<file path="src/rtl/pc_sequencer.sv">
// pc_sequencer: next-PC controller for the 5-stage MIPS pipeline.
// Owns the PC register, arbitrates jr > jmp > branch > sequential,
// and drives IF-stage flush, PC-write and a sticky alignment error flag.
// Build option: define PC_SEQ_DELAY_SLOT_EN for MIPS branch-delay-slot
// behaviour (the wrong-path IF instruction is kept, if_flush stays low).
//
// state    | meaning
// ---------+-----------------------------------------------------------
// ST_BOOT  | first cycle after reset release, PC held, nothing fetched
// ST_RUN   | normal fetch, PC advances by 4 or redirects
// ST_FLUSH | cycle after a taken redirect, behaves like ST_RUN
module pc_sequencer #(
   parameter logic [31:0] RESET_PC = 32'h0000_0000,
   parameter int          PC_W     = 32
) (
   input  logic            clk,
   input  logic            rst_n,
   input  logic            stall,
   input  logic [PC_W-1:0] id_pc4,
   input  logic            br_taken,
   input  logic [PC_W-1:0] br_off,
   input  logic            jmp,
   input  logic [25:0]     jmp_idx,
   input  logic            jr,
   input  logic [PC_W-1:0] jr_addr,
   output logic [PC_W-1:0] pc,
   output logic            fetch_valid,
   output logic            if_flush,
   output logic            pc_write,
   output logic            align_err
);

   typedef enum logic [1:0] {
      ST_BOOT  = 2'd0,
      ST_RUN   = 2'd1,
      ST_FLUSH = 2'd2
   } state_t;

`ifdef PC_SEQ_DELAY_SLOT_EN
   // Delay slot: the instruction already in IF is architecturally executed.
   localparam logic SQUASH_EN = 1'b0;
`else
   localparam logic SQUASH_EN = 1'b1;
`endif

   state_t          state;
   state_t          state_nxt;
   logic [PC_W-1:0] pc_nxt;
   logic [PC_W-1:0] pc_seq;
   logic [PC_W-1:0] tgt_jmp;
   logic [PC_W-1:0] tgt_br;
   logic [PC_W-1:0] tgt_sel;
   logic            req;
   logic            redirect;
   logic            unused_br_off_top;

   // Upper offset bits fall off the word-to-byte shift by design.
   assign unused_br_off_top = ^br_off[PC_W-1:PC_W-2];

   // Candidate targets and the priority pick among redirect requests.
   always_comb begin
      pc_seq  = pc + 32'd4;
      tgt_jmp = {id_pc4[PC_W-1:PC_W-4], jmp_idx, 2'b00};
      tgt_br  = id_pc4 + {br_off[PC_W-3:0], 2'b00};
      req     = jr | jmp | br_taken;
      tgt_sel = pc_seq;
      if (jr) begin
         tgt_sel = jr_addr;
      end else if (jmp) begin
         tgt_sel = tgt_jmp;
      end else if (br_taken) begin
         tgt_sel = tgt_br;
      end
   end

   // Next-state, next-PC and control outputs.
   always_comb begin
      state_nxt   = state;
      pc_nxt      = pc;
      fetch_valid = 1'b0;
      pc_write    = 1'b0;
      if_flush    = 1'b0;
      redirect    = 1'b0;
      case (state)
         ST_BOOT: begin
            state_nxt = ST_RUN;
         end
         ST_RUN, ST_FLUSH: begin
            fetch_valid = 1'b1;
            if (!stall) begin
               pc_write = 1'b1;
               if (req) begin
                  redirect  = 1'b1;
                  if_flush  = SQUASH_EN;
                  pc_nxt    = {tgt_sel[PC_W-1:2], 2'b00};
                  state_nxt = ST_FLUSH;
               end else begin
                  pc_nxt    = pc_seq;
                  state_nxt = ST_RUN;
               end
            end
         end
         default: begin
            state_nxt = ST_BOOT;
         end
      endcase
   end

   // State and PC registers.
   always_ff @(posedge clk or negedge rst_n) begin
      if (!rst_n) begin
         state <= ST_BOOT;
         pc    <= RESET_PC;
      end else begin
         state <= state_nxt;
         pc    <= pc_nxt;
      end
   end

   // Sticky flag: any taken redirect whose target is not word aligned.
   always_ff @(posedge clk or negedge rst_n) begin
      if (!rst_n) begin
         align_err <= 1'b0;
      end else if (redirect && (tgt_sel[1:0] != 2'b00)) begin
         align_err <= 1'b1;
      end
   end

endmodule

</file>
<file path="config.mk">
export PLATFORM = sky130hd
export DESIGN_NAME = pc_sequencer
export DESIGN_NICKNAME = d
export VERILOG_FILES = /design/src/rtl/pc_sequencer.sv
export SDC_FILE = /design/constraint.sdc
export NUM_CORES = 1
export LEC_CHECK = 0
export BUFFER_PORTS_ARGS = -buffer_cell sky130_fd_sc_hd__buf_4
export CAP_MARGIN = 10
export CORE_ASPECT_RATIO = 0.75
export CORE_MARGIN = 5
export CORE_UTILIZATION = 30
export DETAILED_ROUTE_END_ITERATION = 16
export GPL_ROUTABILITY_DRIVEN = 0
export MAX_ROUTING_LAYER = met4
export PLACE_DENSITY = 0.49
export SLEW_MARGIN = 20
export SYNTH_ARGS = -nofsm -noshare
export SYNTH_HDL_FRONTEND = slang
export SYNTH_SLANG_ARGS = --single-unit
</file>
<file path="constraint.sdc">
create_clock -name clk -period 5.6 [get_ports clk]
set_input_delay 0.28 -clock clk [delete_from_list [all_inputs] [get_ports clk]]
set_output_delay 0.28 -clock clk [all_outputs]
set_load 0.01 [all_outputs]
</file>
======== Word-level counts from Yosys, hierarchy flattened ========
Index checks and enable logic that the tools add are counted.
storage, ports and cells
  memories kept ........................... 0
  register bits ........................... 35
  logic and storage cells ................. 29
  ROM bits ................................ 0
  bits in latches ......................... 0
  bits in writable memories ............... 0
operators by class
  add/subtract/negate cells ............... 2
  equality and inequality tests ........... 3
  order comparisons ....................... 0
  shifts and indexed selects .............. 0
  div/mod/pow operators ................... 0
  multipliers ............................. 0
  reduce and logical (&&, ||, !) cells .... 5
  multiplexer cells ....................... 13
  bitwise logic cells ..................... 3
operators by type and width
  cell                                                                    count
  32-bit 2-to-1 mux                                                       4
  32-bit by 3-bit adder with 32-bit output (second input constant)        1
  32-bit adder                                                            1
  1-bit 2-to-1 mux                                                        6
  2-bit 2-to-1 mux                                                        2
  2-bit case mux with 2 select lines                                      1
  2-bit by 1-bit equality test with 1-bit output (second input constant)  1
  2-bit equality test (second input constant)                             1
  2-bit logical NOT                                                       1
  2-bit inequality test (second input constant)                           1
  1-bit bitwise OR                                                        2
  2-bit AND reduction                                                     1
  2-bit nonzero test                                                      1
  2-bit OR reduction                                                      1
  1-bit logical AND                                                       1
  1-bit NOT                                                               1

======== Longest topological paths before layout ========
Gate-level depths: netlist (run 1).
  depth in word-level cells ............... 6
  mapped depth ............................ 9
  mapped depth without buffers ............ 9

======== Worst setup path before layout (run 1) ========
Ideal clock, no wire load.
  path kind ............................... input-to-reg
  start point ............................. in id_pc4[2]
  end point ............................... reg pc[22]
  setup slack ............................. 3.154 ns
  library setup time ...................... 0.104 ns
  arrival ................................. 2.343 ns
  stages .................................. 9
  data required time ...................... 5.496 ns
  path buffers ............................ 0
  path through ............................ ha_1 fa_1 a211oi_1 or2_2 a21oi_1 a2111oi_2 o21a_1 o32ai_1 a221oi_1
on the way
  cells in the longest elaborated chain, start to end .. 5
RTL lines
  what                  line  RTL
  start, declared       19    input logic [PC_W-1:0] id_pc4,
  32-bit adder          64    tgt_br = id_pc4 + {br_off[PC_W-3:0], 2'b00};
  32-bit 2-to-1 mux     71    end else if (br_taken) begin
  32-bit 2-to-1 mux     69    end else if (jmp) begin
  32-bit 2-to-1 mux     67    if (jr) begin
  32-bit 2-to-1 mux     92    if (req) begin
  end signal, assigned  116   pc <= pc_nxt;
  end, declared         26    output logic [PC_W-1:0] pc,
Every way passes these cells.
A chain may end at the register's enable or synchronous reset.

======== Worst setup path after layout (run 1) ========
  start point ............................. reg state[1]
  end point ............................... reg pc[30]
on the way
  cells in the longest elaborated chain, start to end .. 3
  elaborated cells on any way between the ends .. 4
  classes of those cells .................. eq/ne (2); reduce/logical (2)
RTL lines
  what                                                                                          line  RTL
  start, declared                                                                               46    state_t state;
  start signal, assigned                                                                        115   state <= state_nxt;
  2-bit by 1-bit equality test with 1-bit output / 2-bit equality test (equally long branches)  84    case (state)
  2-bit OR reduction (*)                                                                        84
  2-bit AND reduction (no line) (*)                                                             --
Mark *: on every way between the ends. The rest lies on a longest branch, timed or not.

==> summary.md, run 1 <==
| Metric | Value |
|---|---|
| Slowest stage delay, CP | about 0.84 ns |
| Sw power | 0.878 mW |
| Post-Synthesis Cells | about 600 |
| GRT met1 Usage | 0.317 |
| Max Clk Rate | around 300 MHz |
| CTS tree | done |
| Number of remaining DRC errors | 0 |
| Comb power frac | 0.560 |
| Crit Path Category | reg2reg |
| Clock slew at the register clock pins of the worst setup and hold paths | approximately 0.060 ns |
| Clock Sinks | 33 |
| Top cells by area, synth | dfrtp_1 (19%), ha_1 (9.2%), a21oi_1 (8.7%) |
| CP max FO | 45 |
| Die Wd | ~150 µm |
| Post-CTS Setup Bufs | 0 |
| Chip Height | around 110 µm |
| Num CTS Buffers | 5 |
| Number of flops mapped to enable cells by yosys | 0 |
| Pin count of the biggest net entering global routing | 46 |
| Pins over their slew limit | 0 |
| Drt first-iter violations | 414 |
| Share of power burned in registers | 0.281 |
| Hold_buf cts | 1 |
| Hold Vio Cnt, Final | 0 |
| Fin Setup TNS | 0 ns |
| Synth area leader | dfrtp_1 |
| Post-DP HPWL | 14.3 mm |
| P per Cell Area | between 300 and 400 mW/mm² |
| Grt peak-use layer | met2 |
| Post-synth top flop | dfrtp_1 |
| Worst-margin pin slew | between 1 and 1.5 ns |
| Worst slew margin | 0.271 |
| Cell Int Power | 1.02 mW |
| Final-stage net count | approximately 890 |
| Rows | 38 |
| Async S/R FF share, synth | 1.00 |
| M2 GR Usage | 0.319 |
| Finish-stage setup viols | 0 |
| Synth Warn # | 0 |
| Met3 GRT Util | 0.0293 |
| Placed Area | 0.00567 mm² |
| Placed insts | 917 |
| Critical-path cell list | inv_1 > ha_1 > nand2_2 > buf_4 > inv_1 > nand2_1 > nor3_1 > nand3_1 > nor4_1 > nor3_1 |
| Worst setup SP type | flop |
| Minimum clock period | around 3.3 ns |
| Max Cap Violations | 0 |
| Total Wirelength | 18.5 mm |
| Leak | 2.50 nW |
| Vias in the first global route | 5040 |
| Post-synth cell types | between 70 and 80 |
| Slowest CP cell | inv_1 |
| Post-synthesis sequential area ratio | 0.189 |
| Antenna violations before repair | 1 |
| Syn_area_per_cell | ~7.3 µm² |
| Total Routing Usage GR | 0.215 |
| Routed Antenna Nets | 0 |
| Via count | 5275 |
| Io pins | 164 |
| Die area | roughly 0.017 mm² |
| P&R area growth vs syn | 33.7% |
| Critical Path RT | between 5 and 6 ns |
| Post-layout instance area | about 0.006 mm² |
| CTS Root Cell | clkbuf_16 |
| Vias per inst | roughly 5.7 |
| Clock Skew | just over 0.006 ns |
| Hold Path Class | in2reg |
| Synthesized cell area | 0.00437 mm² |
| Worst-Skew Late Latency | around 0.28 ns |
| Synth top area share | 0.189 |
| Clock tree buffer depth | 2 |
| Share of cells above drive strength 1 | 0.264 |
| First-pass GRT wire length | approximately 28 mm |
| Wirelength per Cell | about 20 µm |
| Initial Util | 0.304 |
| Clock power share | 0.159 |
| H-Tree Level Count | 2 |
| VDD IR max | 143 µV |
| Drt first pass iters | 5 |
| Flops & latches, synth | 33 |
| Sw frac | 0.462 |
| Port Buffers | around 160 |
| Cells resized by post-CTS repair | 0 |
| Core area | about 0.014 mm² |
| Worst Path Arrival | 3.47 ns |
| Crit. End Element | flop |
| Status | finished clean |
| Fin crit share | 0.593 |
| Grt total ovfl | 0 |
| RSZ-0062 raised after global routing | no |
| Final cell count without fillers | 927 |
-- area by class of cell --
class	instances	area, µm²
Clock buffer	7	153
Tap cell	200	250
Clock inverter	1	5.00
Multi-Input combinational cell	508	3330
Timing Repair Buffer	162	1220
Fill cell	1564	8520
Inverter	15	56.3
Sequential cell	33	826
Antenna cell	1	2.50
-- critical path, delay by kind of cell (launching register included) --
kind	cells	cell delay, ns
flops	1	0.37
simple gates	6	1.31
fa+ha+maj	1	0.33
buf+inv	3	1.17
-- layer usage --
metal  share of wire  routed length (µm)
met3           0.064                1190
met4          0.0075                 138
met5               0                   0
met2            0.43                8000
met1            0.50                9170
-- final timing paths --
check                       startpoint   endpoint  slack, ns  cells after the start
max                           state[1]     pc[30]       2.28                     10
min                        jr_addr[12]     pc[12]       0.29                      3
max reg2reg                   state[1]     pc[30]       2.28                     10
min reg2reg                  align_err  align_err       0.48                      1
max in group asynchronous        rst_n     pc[27]       4.73                      2
min in group asynchronous        rst_n      pc[7]       0.51                      2
-- power groups by stage --
stage / logic [mW] / clock network (mW) / registers (mW)
2_1_floorplan: 0.590 / 0 / 0.530
3_3_place_gp: 1.05 / 0 / 0.531
3_5_place_dp: 1.06 / 0 / 0.535
4_1_cts: 1.06 / 0.305 / 0.532
5_1_grt: 1.17 / 0.315 / 0.558
6_report: 1.07 / 0.302 / 0.534
-- state kept, by name (all words and copies together) (netlist names) --
register	cells
align_err	1
pc	30
state	2
-- cells in the final DEF, fill, tap and decap left out, drive strengths merged, types with 8 or more instances in the layout --
| master | instances |
|---|---|
| dfrtp | 33 |
| inv | 14 |
| o21ai | 37 |
| a21oi | 76 |
| nor2 | 46 |
| xor2 | 8 |
| o221ai | 10 |
| xnor2 | 16 |
| buf | 161 |
| nand3 | 27 |
| a31oi | 16 |
| o31ai | 8 |
| o22ai | 18 |
| a211oi | 10 |
| nand2 | 45 |
| nand4 | 11 |
| nor3 | 22 |
| a21o | 15 |
| and3 | 11 |
| o21a | 8 |
| ha | 32 |
-- synthesized netlist by cell type (4+ instances only) --
cell / instances
o21ai_0: 37
o31ai_1: 8
nor4_1: 5
xnor2_1: 16
and3_1: 11
nand2_1: 44
clkbuf_1: 28
xor2_1: 8
nor3_1: 20
o21a_1: 8
a31oi_1: 15
buf_1: 4
a221oi_1: 5
nor2_1: 46
nand3_1: 26
a21o_1: 15
a211oi_1: 9
a211o_1: 4
a22oi_1: 5
inv_1: 14
or2_2: 5
a21oi_1: 76
ha_1: 32
o22ai_1: 18
or3_1: 4
o221ai_1: 10
nand4_1: 9
o21bai_1: 6
dfrtp_1: 33
o31a_1: 5
-- per-stage QoR --
stage	setup WS, ns	utilization	total power [mW]	hold WS, ns
after floorplan	3.15	-	1.12	-0.0156
after global placement	2.57	0.395	1.58	0.286
after detailed placement	2.44	0.395	1.59	0.281
after CTS	2.40	0.406	1.90	0.289
after global routing	2.12	0.407	2.05	0.306
final	2.28	0.407	1.90	0.290
-- kinds of logic (layout without fill, tap and decap cells) --
group,after synthesis,in the layout,synth area share
compound gates,254,254,0.385
simple gates,193,193,0.225
buf+inv,54,185,0.0510
fa+ha+maj,33,33,0.0963
flops,33,33,0.189
xor+xnor,24,24,0.0482
mux,2,2,0.00459
other cells,1,3,0.000859
(Power assumes the default switching activity.)
==> run 2, diff against run 1 <==
==> constraint.sdc (replaced) <==
create_clock -name clk -period 3.15 [get_ports clk]
set_input_delay 0.1575 -clock clk [delete_from_list [all_inputs] [get_ports clk]]
set_output_delay 0.1575 -clock clk [all_outputs]
set_load 0.01 [all_outputs]
==> run 2 against run 1 <==
Power grew 82%. Sequential share of layout area shrank 0.16 points. Critical path depth unchanged. Register-to-register slack worse by 1.6 ns. Critical path type is now in2reg.
==> summary.md, run 2 (synthesis gave the netlist of run 1 again) <==
| Metric | Value |
|---|---|
| Reg with most FFs | pc |
| Cell depth of the worst hold path | 3 |
| Critical-path cell list | buf_4 > ha_1 > fa_1 > a211oi_1 > or2_2 > a21oi_1 > a2111oi_2 > o31ai_1 > a31oi_1 > nor3_1 |
| Io pins | 164 |
| Number of remaining DRC errors | 0 |
| Worst setup SP type | input port |
| Hold slack | between 0.15 and 0.2 ns |
| VDD IR max | ~200 µV |
| H-Tree Level Count | 2 |
| Worst flop-to-flop path endpoint | pc[29] |
| Ant. Diodes | 0 |
| Worst hold endpoint | pc[17] |
| Placed insts | 924 |
| Hold Vio Cnt, Final | 0 |
| Total Routing Usage GR | 0.216 |
| Vias in the first global route | ~5100 |
| Final cell count without fillers | roughly 930 |
| Worst Path Arrival | about 2.7 ns |
| Routed Antenna Nets | 0 |
| Clock slew at the register clock pins of the worst setup and hold paths | 0.06 ns |
| Min-delay src | jr_addr[17] |
| CP max FO | 4 |
| Area of the multi-input gates | approximately 0.0033 mm² |
| Antenna violations before repair | 0 |
| Fill cells | approximately 1500 |
| Drt first-iter violations | approximately 390 |
| Slowest CP cell | a2111oi_2 |
| Worst slew margin | 0.469 |
| Critical Path RT | 3.30 ns |
| Grt total ovfl | 0 |
| CTS Root Cell | clkbuf_16 |
| Port Buffers | 159 |
| Most frequent cells in the layout | buf_4 (168), a21oi_1 (76), nor2_1 (46) |
| Die area | 0.0171 mm² |
| Share of cells above drive strength 1 | 0.270 |
| Commonest non-fill, non-tap cell in the layout | buf_4 |
| Clock Sinks | 33 |
| Clock tree buffer depth | 2 |
| Max reg flops | 30 |
| Slowest stage delay, CP | 0.57 ns |
| Status | finished clean |
| P&R area growth vs syn | 35.2% |
| Post-DP HPWL | about 14 mm |
| Total Wirelength | roughly 18 mm |
| CTS tree | done |
| Chip Height | 114 µm |
| Die Wd | about 150 µm |
| Worst-Skew Late Latency | around 0.28 ns |
| Drt first pass iters | 5 |
| R2r setup slk | 0.63 ns |
| Fin crit share | 0.817 |
| Minimum clock period | 2.57 ns |
| P per Cell Area | ~590 mW/mm² |
| Post-CTS Setup Bufs | 0 |
| Vias per inst | 5.60 |
| Finish-stage setup viols | 0 |
| Crit. End Element | flop |
| Biggest regs | pc x30, state x2, align_err x1 |
| Wirelength per Cell | 19.8 µm |
| Clock Skew | 0.00640 ns |
| Max Clk Rate | slightly below 400 MHz |
| Reg2reg path depth | 7 |
| Num CTS Buffers | 5 |
| Worst-margin pin slew | approximately 0.80 ns |
| Crit Path Category | in2reg |
| Pins over their slew limit | 0 |
| Hold Path Class | in2reg |
| Leak | around 2.5 nW |
| Core area | 0.0144 mm² |
| Initial Util | 0.304 |
| First-pass GRT wire length | around 28 mm |
| Crit. Startpoint | id_pc4[2] |
| Max Cap Violations | 0 |
| Via count | ~5200 |
| Pin count of the biggest net entering global routing | between 40 and 50 |
| Rows | 38 |
| Cells resized by post-CTS repair | 0 |
| RSZ-0062 raised after global routing | no |
| Fin Setup TNS | 0 ns |
| R2R Path Start | pc[7] |
| Final-stage net count | 893 |
| Register area | slightly above 800 µm² |
-- run 2: changes by cell type in the layout (fill, tap and decap cells not counted), sizes merged --
cell    delta
clkinv     -1
buf        +7
diode      -1
bufinv     +1
-- run 2: power by group --
part	switching, mW	internal [mW]
sequential	0.316	0.629
clock	0.194	0.396
combinational	1.05	0.874
total	1.56	1.90
-- run 2: worst max-delay path: cells and delay by family --
| kind | cells | cell delay [ns] |
|---|---|---|
| simple gates | 2 | 0.27 |
| compound gates | 5 | 1.50 |
| buf+inv | 1 | 0.11 |
| fa+ha+maj | 2 | 0.69 |
-- run 2: metal layers --
layer  GRT usage  vias up  part of all wire
met2       0.318      206              0.43
met1       0.325     2414              0.50
met5           -        -                 0
li1            -     2590                 -
met4      0.0372        0             0.012
met3      0.0202       14             0.058
-- run 2: final cells by class --
cell class / instances / area share
well taps: 200 / 0.0424
clock inverters: 1 / 0.00509
flip-flops and latches: 33 / 0.140
clock buffers: 7 / 0.0242
repair buffers: 169 / 0.215
multi-input cells: 508 / 0.563
inverters: 15 / 0.00954
-- run 2: what timing repair did --
item / in CTS / in global routing
endpoints found under the setup margin: 0 / 0
hold buffers: 1 / 0
hold endpoints to repair: 33 / 0
-- run 2: stage by stage --
stage / power [mW] / cell area, µm² / setup WS [ns] / util
after floorplan: 1.99 / 4370 / 0.826 / -
after global placement: 2.83 / 5720 / 0.371 / 0.398
after detailed placement: 2.85 / 5720 / 0.338 / 0.398
after CTS: 3.46 / 5900 / 0.589 / 0.411
after global routing: 3.70 / 5900 / 0.360 / 0.411
final: 3.46 / 5900 / 0.578 / 0.411
-- run 2: worst max path at each step --
stage / depth (start not counted) / to / slack, ns
2_1_floorplan: 9 / pc[22] / 0.83
3_3_place_gp: 10 / pc[30] / 0.37
3_5_place_dp: 10 / pc[26] / 0.34
4_1_cts: 7 / pc[29] / 0.59
5_1_grt: 10 / pc[26] / 0.36
6_report: 10 / pc[30] / 0.58
==> run 3, diff against run 2 <==
==> constraint.sdc (replaced) <==
create_clock -name clk -period 2.4 [get_ports clk]
set_input_delay 0.12 -clock clk [delete_from_list [all_inputs] [get_ports clk]]
set_output_delay 0.12 -clock clk [all_outputs]
set_load 0.01 [all_outputs]
==> run 3 against run 2 <==
Combinational power rose by 62%. Critical endpoint unchanged. Count of clock-buffer cells in the layout fell by 2. Global-route usage rose by 0.99 points.
==> summary.md, run 3 (synthesis gave the netlist of run 1 again) <==
| Metric | Value |
|---|---|
| Sw power | ~2.2 mW |
| P&R area growth vs syn | 47.6% |
| Number of remaining DRC errors | 0 |
| Most frequent cells in the layout | buf_4 (236), a21oi_1 (75), nor2_1 (45) |
| Utilization after layout | 0.449 |
| Design Power | around 4.8 mW |
| CTS tree | done |
| Wirelength per Cell | 18.9 µm |
| Max Cap Violations | 0 |
| First-pass GRT wire length | between 20 and 30 mm |
| Cell Int Power | 2.69 mW |
| Worst-margin pin slew | ~0.57 ns |
| Fin crit share | 0.951 |
| Worst Path Arrival | between 2 and 2.5 ns |
| Comb power frac | 0.645 |
| Num CTS Buffers | 5 |
| Hold Path Class | in2reg |
| Clock slew at the register clock pins of the worst setup and hold paths | around 0.060 ns |
| Final Worst Setup Slack | about 0.12 ns |
| Vias per inst | between 5 and 6 |
| Minimum clock period | 2.28 ns |
| Drt first-iter violations | 429 |
| Die area | roughly 0.017 mm² |
| Slowest stage delay, CP | about 0.54 ns |
| Clock power share | 0.134 |
| Largest delay share family, worst path | simple AND/OR/NAND/NOR gates |
| Max reg flops | 30 |
| P per Cell Area | around 750 mW/mm² |
| Pins over their slew limit | 0 |
| Total Wirelength | approximately 19 mm |
| CTS Root Cell | clkbuf_16 |
| Commonest non-fill, non-tap cell in the layout | buf_4 |
| VDD IR max | 344 µV |
| Rows | 38 |
| Via count | 5481 |
| Routed Antenna Nets | 0 |
| Clock Sinks | 33 |
| Io pins | roughly 160 |
| Pin count of the biggest net entering global routing | 34 |
| Critical path depth in cells | 8 |
| Post-layout instance area | between 0.006 and 0.007 mm² |
| Cell depth of the worst hold path | 3 |
| Vias in the first global route | between 5000 and 6000 |
| Status | finished clean |
| CP bufs+invs | 1 |
| Share of cells above drive strength 1 | 0.348 |
| Final-stage net count | 961 |
| H-Tree Level Count | 2 |
| Die Wd | between 100 and 150 µm |
| Share of power burned in registers | 0.221 |
| Hold Vio Cnt, Final | 0 |
| Worst setup SP type | flop |
| Reg with most FFs | pc |
| Chip Height | approximately 110 µm |
| Critical-path cell list | ha_4 > nand4_1 > or4_4 > nor3_4 > buf_4 > a41oi_1 > o221ai_2 > nor3_1 |
| Post-DP HPWL | approximately 15 mm |
| Crit Path Category | reg2reg |
| CP max FO | 4 |
| Fin Setup TNS | 0 ns |
| Worst slew margin | 0.613 |
| Placed Area | roughly 0.0062 mm² |
| Pre-CTS setup slack | -0.192 ns |
| Max Clk Rate | between 400 and 500 MHz |
| Reg2reg path depth | 8 |
| Leak | between 2 and 3 nW |
| Crit. End Element | flop |
| Biggest regs | pc x30, state x2, align_err x1 |
| Ant. Diodes | 0 |
| Worst-Skew Late Latency | around 0.28 ns |
| Sw frac | 0.446 |
| Antenna violations before repair | 0 |
| Drt first pass iters | 5 |
| Core area | approximately 0.014 mm² |
| Initial Util | 0.304 |
| Critical Path RT | approximately 2.6 ns |
| Port Buffers | approximately 160 |
| Total Routing Usage GR | 0.226 |
| Grt total ovfl | 0 |
| Clock tree buffer depth | 2 |
| Clock Skew | 0.00453 ns |
| Finish-stage setup viols | 0 |
| Slowest CP cell | or4_4 |
## run 3: cell type report
cell class | count | area [µm²]
Clock inverter | 3 | 17.5
Multi-Input combinational cell | 508 | 3390
Clock buffer | 5 | 125
Fill cell | 1486 | 7910
Sequential cell | 33 | 826
Timing Repair Buffer | 237 | 1780
Inverter | 15 | 56.3
Tap cell | 200 | 250
## run 3: worst register-to-register path, stage by stage (launching register included)
cell      delay [ns]
dfrtp_1         0.42
ha_4            0.17
nand4_1         0.13
or4_4           0.54
nor3_4          0.22
buf_4           0.16
a41oi_1         0.14
o221ai_2        0.29
nor3_1          0.07
## run 3: power by group through the flow
stage | combinational (mW) | sequential [mW] | clock [mW]
6_report | 3.12 | 1.07 | 0.649
5_1_grt | 3.44 | 1.12 | 0.677
4_1_cts | 3.03 | 1.07 | 0.655
3_5_place_dp | 3.01 | 1.08 | 0
3_3_place_gp | 3.01 | 1.07 | 0
2_1_floorplan | 1.38 | 1.24 | 0
## run 3: layer usage
metal / vias up / track usage / part of all wire
met1: 2530 / 0.341 / 0.50
met3: 8 / 0.0340 / 0.069
li1: 2707 / - / -
met5: - / - / 0
met2: 236 / 0.325 / 0.43
met4: 0 / 0.0323 / 0.0070
## run 3: timing repair
| action | 4_1_cts | 5_1_grt |
|---|---|---|
| resized for setup | 0 | 14 |
| endpoints found under the setup margin | 0 | 6 |
| setup buffers | 0 | 4 |
| hold buffers | 1 | 0 |
| hold endpoints to repair | 33 | 0 |
## run 3: through the flow
stage | hold WS, ns | cells
after floorplan | -0.176 | 595
after global placement | 0.120 | 988
after detailed placement | 0.117 | 988
after CTS | 0.132 | 997
after global routing | 0.145 | 1001
final | 0.134 | 1001
## run 3: final timing paths
| path | start | end | slack, ns |
|---|---|---|---|
| min reg2reg | align_err | align_err | 0.46 |
| max reg2reg | pc[3] | pc[30] | 0.12 |
| min | stall | state[1] | 0.13 |
| min in group asynchronous | rst_n | pc[4] | 0.36 |
| max in group asynchronous | rst_n | pc[26] | 1.70 |
| max | pc[3] | pc[30] | 0.12 |
